$ cat src/rtl/mips_pkg.sv
// Shared MIPS pipeline types and constants used by the instruction-fetch stage.
package mips_pkg;

  localparam int PC_W = 32;
  localparam logic [PC_W-1:0] WORD_BYTES = 32'd4;
  localparam logic [31:0] NOP_INSTR_DEFAULT = 32'h0000_0000;

  typedef enum logic [1:0] {
    BOOT   = 2'd0,
    RUN    = 2'd1,
    HOLD   = 2'd2,
    SQUASH = 2'd3
  } fetch_state_t;

  // Successor state; identical from every state, which keeps the FSM a pure function of this edge's controls.
  function automatic fetch_state_t next_fetch_state(input logic pcsrc, input logic stall);
    if (pcsrc) return SQUASH;
    else if (stall) return HOLD;
    else return RUN;
  endfunction

endpackage

$ cat src/rtl/if_id_latch.sv
// IF/ID pipeline register: npc, instruction and valid with hold and squash controls.
module if_id_latch
  import mips_pkg::*;
#(
  parameter logic [31:0] NOP_INSTR = NOP_INSTR_DEFAULT
) (
  input  logic            clk,
  input  logic            rst_n,
  input  logic            hold,
  input  logic            squash,
  input  logic [PC_W-1:0] d_npc,
  input  logic [31:0]     d_instr,
  output logic [PC_W-1:0] npc,
  output logic [31:0]     instr,
  output logic            valid
);

  // Squash outranks hold so a taken branch can never be frozen behind a stall.
  always_ff @(posedge clk or negedge rst_n) begin
    if (!rst_n) begin
      npc   <= '0;
      instr <= NOP_INSTR;
      valid <= 1'b0;
    end else if (squash) begin
      npc   <= d_npc;
      instr <= NOP_INSTR;
      valid <= 1'b0;
    end else if (!hold) begin
      npc   <= d_npc;
      instr <= d_instr;
      valid <= 1'b1;
    end
  end

endmodule

$ cat src/rtl/if_fetch_unit.sv
// MIPS instruction-fetch stage: PC register, PC+4 incrementer, fetch FSM and IF/ID latch.
// Optional macro IF_ALIGN_CHECK_EN: misaligned branch targets fall through and raise misalign_err.
module if_fetch_unit
  import mips_pkg::*;
#(
  parameter logic [PC_W-1:0] RESET_PC  = 32'h0000_0000,
  parameter logic [31:0]     NOP_INSTR = NOP_INSTR_DEFAULT
) (
  input  logic            clk,
  input  logic            rst_n,
  input  logic            stall,
  input  logic            pcsrc,
  input  logic [PC_W-1:0] branch_target,
  input  logic [31:0]     imem_data,
  output logic [PC_W-1:0] imem_addr,
  output logic [PC_W-1:0] if_id_npc,
  output logic [31:0]     if_id_instr,
  output logic            if_id_valid,
  output logic [1:0]      fetch_state
`ifdef IF_ALIGN_CHECK_EN
  ,
  output logic            misalign_err
`endif
);

  // Control contract: pcsrc and stall are level signals sampled on every rising edge;
  // pcsrc wins over stall, and there is no backpressure from this stage upstream.
  fetch_state_t    state_q, state_d;
  logic [PC_W-1:0] pc_q, pc_d;
  logic [PC_W-1:0] npc;
  logic [PC_W-1:0] redirect_pc;
  logic            latch_hold;
  logic            latch_squash;

  assign npc = pc_q + WORD_BYTES;

`ifdef IF_ALIGN_CHECK_EN
  logic misaligned;
  logic misalign_q;

  assign misaligned  = (branch_target[1:0] != 2'b00);
  assign redirect_pc = misaligned ? npc : branch_target;

  always_ff @(posedge clk or negedge rst_n) begin
    if (!rst_n) misalign_q <= 1'b0;
    else        misalign_q <= pcsrc && misaligned;
  end

  assign misalign_err = misalign_q;
`else
  assign redirect_pc = branch_target;
`endif

  always_ff @(posedge clk or negedge rst_n) begin
    if (!rst_n) begin
      state_q <= BOOT;
      pc_q    <= RESET_PC;
    end else begin
      state_q <= state_d;
      pc_q    <= pc_d;
    end
  end

  always_comb begin
    state_d      = next_fetch_state(pcsrc, stall);
    pc_d         = pc_q;
    latch_hold   = 1'b0;
    latch_squash = 1'b0;
    if (pcsrc) begin
      pc_d         = redirect_pc;
      latch_squash = 1'b1;
    end else if (stall) begin
      latch_hold = 1'b1;
    end else begin
      pc_d = npc;
    end
  end

  if_id_latch #(
    .NOP_INSTR(NOP_INSTR)
  ) u_if_id (
    .clk    (clk),
    .rst_n  (rst_n),
    .hold   (latch_hold),
    .squash (latch_squash),
    .d_npc  (npc),
    .d_instr(imem_data),
    .npc    (if_id_npc),
    .instr  (if_id_instr),
    .valid  (if_id_valid)
  );

  assign imem_addr   = pc_q;
  assign fetch_state = state_q;

endmodule
$ cat config.mk
export PLATFORM = sky130hd
export DESIGN_NAME = if_fetch_unit
export DESIGN_NICKNAME = d
export VERILOG_FILES = /design/src/rtl/mips_pkg.sv /design/src/rtl/if_id_latch.sv /design/src/rtl/if_fetch_unit.sv
export SDC_FILE = /design/constraint.sdc
export NUM_CORES = 1
export LEC_CHECK = 0
export CAP_MARGIN = 5
export CORE_MARGIN = 1.5
export CORE_UTILIZATION = 41
export CTS_BUF_LIST = sky130_fd_sc_hd__clkbuf_16
export DETAILED_ROUTE_END_ITERATION = 8
export PLACE_DENSITY_LB_ADDON = 0.05
export SETUP_SLACK_MARGIN = 0.2
export SYNTH_ARGS = -nofsm -noshare
export SYNTH_HDL_FRONTEND = slang
export SYNTH_SLANG_ARGS = --single-unit
export TNS_END_PERCENT = 50
$ cat constraint.sdc
create_clock -name clk -period 2 [get_ports clk]
set_input_delay 0.4 -clock clk [delete_from_list [all_inputs] [get_ports clk]]
set_output_delay 0.4 -clock clk [all_outputs]
set_load 0.005 [all_outputs]
* Word level (Yosys, flattened, before mapping) *
Cells that the tools add are included.

word-level totals
  bits in registers = 99
  input bits = 68
  output and inout port bits = 99
  word-level logic and storage cells = 21

cells by class
  $add $sub $neg = 1
  equal/unequal tests = 2
  mux-type cells = 13

operator list
  cell                                            count
  two-way mux 32 bit                              6
  adder 32 x 3 -> 32 bit (second input constant)  1
  two-way mux 1 bit                               5
  two-way mux 2 bit                               2
  != test 2 x 1 -> 1 bit (second input constant)  1
  != test 2 bit (second input constant)           1

* Longest topological paths before layout *
  depth after elaboration = 4
  gate-level depth with buffers = 7
  depth with buffers taken out = 5

* Cells and area by module *
Synthesis repeated with hierarchy kept, for this count alone.

second synthesis, totals
  cell total of the unflattened synthesis = 472
  area total of the unflattened synthesis = 5,083.6 um2

by module, submodules not included
  module         times used  cells each  area an instance (um2)  seq. area each (um2)
  if_id_latch    1           176         2,657.5                 1,626.6
  if_fetch_unit  1           296         2,426.1                 850.8

* Least setup slack after synthesis *
No wires, ideal clock.

  path kind = register to register
  from = register pc_q[2], in the netlist imem_addr[2]
  to = register pc_q[24], in the netlist imem_addr[24]
  library setup time = 82 ps
  arrival = 1,961 ps
  required time = 1,918 ps
  path slack = -43 ps
  stages on the path, launching flop included = 7
  path buffers = 1
  period minus slack after synthesis = 2,043 ps
  cell sequence = dfrtp_1 ha_1 nand4_1 or3_1 clkbuf_1 or4_1 a31oi_1

on the way
  cells in the longest elaborated chain, start to end = 3

ends and longest elaborated chain
  what                      RTL line             RTL
  start: declaration        if_fetch_unit.sv:29  logic [PC_W-1:0] pc_q, pc_d;
  start signal: assignment  if_fetch_unit.sv:60  pc_q <= pc_d;
  adder 32 x 3 -> 32 bit    if_fetch_unit.sv:35  assign npc = pc_q + WORD_BYTES;
  two-way mux 32 bit        if_fetch_unit.sv:72  end else if (stall) begin
  two-way mux 32 bit        if_fetch_unit.sv:69  if (pcsrc) begin

Every way passes these cells. The select of a mux whose other input is x is not followed.
A chain may end at the register's enable or synchronous reset.

* Worst setup path after layout *
  from = register pc_q[14], in the netlist imem_addr[14]
  to = register pc_q[21], in the netlist imem_addr[21]

Same word-level chain as after synthesis.

==> metrics.md <==
| Metric | Value |
|---|---|
| Worst skew pair latency | 0.35 ns |
| Power Total | 5400 uW |
| Final period util | 0.960 |
| Placer Congestion | 0.929 |
| Crit Path Max Fanout | 6 |
| Sequential share of the synthesized area | 0.507 |
| Post-synthesis net count | 577 |
| Worst vdd ir | 0.509 mV |
| FF/Latch Area | 2490 um^2 |
| TritonRoute pass-1 iters | 8 |
| Die Y | 112 um |
| Non-Filler Instances | 865 |
| First-pass GRT wire length | 24.3 mm |
| Cell area after placement | 6990 um^2 |
| Commonest cells after routing, fill and taps aside | clkdlybuf4s50_1, dfrtp_1, buf_4 |
| Starting Density | 0.424 |
| Status | finished, violations left |
| Failing checks | design-rule violations |
| Startpoint Class | register |
| Initial antenna violation count | 0 |
| Core area | 11,500 um^2 |
| Post-Syn Area | 4880 um^2 |
| Area delta synth->final | 55.4% |
| Fin. Hold Viols | 0 |
| Post-synthesis mux area share | 0.0722 |
| Fin area | 7590 um^2 |
| Final number of setup-violating endpoints | 0 |
| Main combinational cell family by area after synthesis | simple AND/OR/NAND/NOR gates |
| Period minus WS final | 1.92 ns |
| Yosys cell types | 40 |
| FMAX | 521 MHz |
| Multi-input gate area | 2330 um^2 |
| Share of cells above drive strength 1 | 0.180 |
| Most common cell after layout, fill and taps aside | clkdlybuf4s50_1 |
| Worst Path Required | 2.27 ns |
| Clock sinks | 99 |
| Syn Area/Cell | 9.62 um^2 |
| Cell count after synthesis | 508 |
| CTS root buffer | clkbuf_16 |
| Max-cap violation count | 0 |
| Rows | 39 |
| Slew Limit Fails | 0 |
| DRC violations left | 6 |
| Compound-gate portion of the synthesized area | 0.107 |
| Detailed Route Iter0 Violations | 218 |
| GR Util All Layers | 0.246 |
| FILL cells | 972 |
| Leak | 0.00313 uW |
| Crit Path Class | reg -> reg |
| Num CTS Buffers | 9 |
| Via density | 5.39 |
| CTS HTree Levels | 3 |
| #FFs+latches synth | 99 |
| Largest net degree at the start of global routing | 70 |
| CTS tree | built |
| Setup TNS | 0 ns |
| Antenna Nets Post-Route | 0 |
| Simple-gate share of the synthesized area | 0.223 |
| Number of global-route vias before repair | 4,750 |
| Die width | 112 um |
| Worst Hold Class | in -> reg |
| RSZ-0062 raised after global routing | true |
| DP HPWL | 11.0 mm |
| Final Skew | 0.00579 ns |
| GRT overflow | 0 |
| Worst rel slew slack | 0.576 |
| Antenna fix cells | 0 |
| WL final | 15.2 mm |
| Worst-Margin Slew | 0.636 ns |
| Pwr/cell area | 712 nW/um^2 |
| CTS clock-pin slew for the worst setup and hold paths | 0.07 ns |
| Die area | 12,600 um^2 |
| Clk buf depth | 2 |
| Endpoint class of the critical path | register |
| Ports | 167 |
| Worst EP arrival | 2.19 ns |
| Finished Core Util | 0.659 |
| Post-Synth XOR/XNOR Area | 0.0484 |
| I/O Buffers | 166 |
| Fin nets | 786 |
| Synthesis Warnings | 0 |
| Vias | 4,665 |
| Synth Area in Adders | 0.00256 |
| Placed Cells | 828 |
| Routed len/inst | 17.6 um |
[cell usage after synthesis, drive strengths merged]
library cell | instances | area share
a21oi | 1 | 0.0010
a311o | 2 | 0.0041
a31oi | 23 | 0.029
and3 | 4 | 0.0051
and4 | 5 | 0.0090
and4b | 1 | 0.0020
buf | 12 | 0.013
clkbuf | 30 | 0.023
dfrtp | 99 | 0.51
ha | 1 | 0.0026
inv | 5 | 0.0038
mux2 | 2 | 0.0046
mux2i | 33 | 0.068
nand2 | 50 | 0.038
nand2b | 3 | 0.0038
nand3 | 15 | 0.015
nand3b | 1 | 0.0015
nand4 | 18 | 0.026
nor2 | 63 | 0.048
nor2b | 2 | 0.0026
nor3 | 5 | 0.0051
nor3b | 1 | 0.0015
nor4 | 10 | 0.013
o211ai | 2 | 0.0031
o21a | 1 | 0.0015
o21ai | 42 | 0.043
o31a | 5 | 0.0090
o31ai | 9 | 0.014
o41ai | 1 | 0.0018
or2 | 3 | 0.0038
or3 | 15 | 0.019
or4 | 15 | 0.024
or4b | 2 | 0.0041
xnor2 | 21 | 0.038
xor2 | 6 | 0.011
[cell type report]
type / count / share of cell area
clock buffers: 9 / 0.0297
clock inverters: 7 / 0.0110
flip-flops and latches: 99 / 0.328
repair buffers: 240 / 0.298
inverters: 5 / 0.00247
multi-input cells: 362 / 0.307
well taps: 143 / 0.0236
[registers in the layout (all words and copies together), names as in the netlist]
signal         cells
fetch_state        2
u_if_id.npc       32
u_if_id.instr     32
u_if_id.valid      1
imem_addr         32
[logic make-up (layout without fill, tap and decap cells)]
kind of cell / Yosys count / after routing
and+or+nand+nor: 213 / 213
adders and majority gates: 1 / 1
buffers and inverters: 47 / 261
DFF: 99 / 99
xor gates and xnor gates: 27 / 27
muxes: 35 / 35
AOI/OAI and AO/OA: 86 / 86
[routing by layer]
metal  track usage  part of all wire  up-vias  wire length [um]
met2         0.380              0.46      165              7040
met5             0                 0        -                 0
li1              -                 -     2234                 -
met1         0.324              0.43     2240              6540
met4        0.0962             0.023        0               350
met3        0.0794             0.086       26              1300
[what timing repair did]
| action | 4_1_cts | 5_1_grt |
|---|---|---|
| hold buffers | 1 | 0 |
| setup buffers | 15 | 5 |
| hold endpoints to repair | 21 | 0 |
| setup endpoints to repair | 40 | 57 |
| pin swaps | 15 | 19 |
| gates resized for setup | 16 | 28 |
[stage by stage]
| stage | worst slack, ns | hold WS (ns) |
|---|---|---|
| 2_1_floorplan | 0.0675 | 0.104 |
| 3_3_place_gp | 0.0687 | 0.327 |
| 3_5_place_dp | 0.00929 | 0.326 |
| 4_1_cts | 0.0810 | 0.441 |
| 5_1_grt | 0.0172 | 0.504 |
| 6_report | 0.0794 | 0.452 |
[final timing paths]
kind / slack, ns / cells past startpoint / from / to
setup / recovery: 0.08 / 5 / imem_addr[14] / imem_addr[21]
hold / removal: 0.45 / 3 / stall / imem_addr[2]
setup reg to reg: 0.08 / 5 / imem_addr[14] / imem_addr[21]
hold reg to reg: 0.47 / 2 / u_if_id.npc[1] / u_if_id.npc[1]
max in group asynchronous: 0.87 / 3 / rst_n / u_if_id.valid
min in group asynchronous: 0.51 / 2 / rst_n / fetch_state[0]
[worst max-delay path, stage by stage, from the launching register on]
cell	delay, ns
dfrtp_1	0.37
nand4_1	0.22
buf_4	0.21
or4_4	0.46
or4_1	0.41
a31oi_1	0.17
[where the power goes]
part           internal, uW  switching [uW]
clock                  1080             748
combinational           719             515
sequential             2190             151
total                  3990            1410
No activity file was read; power rests on OpenSTA's default activity.
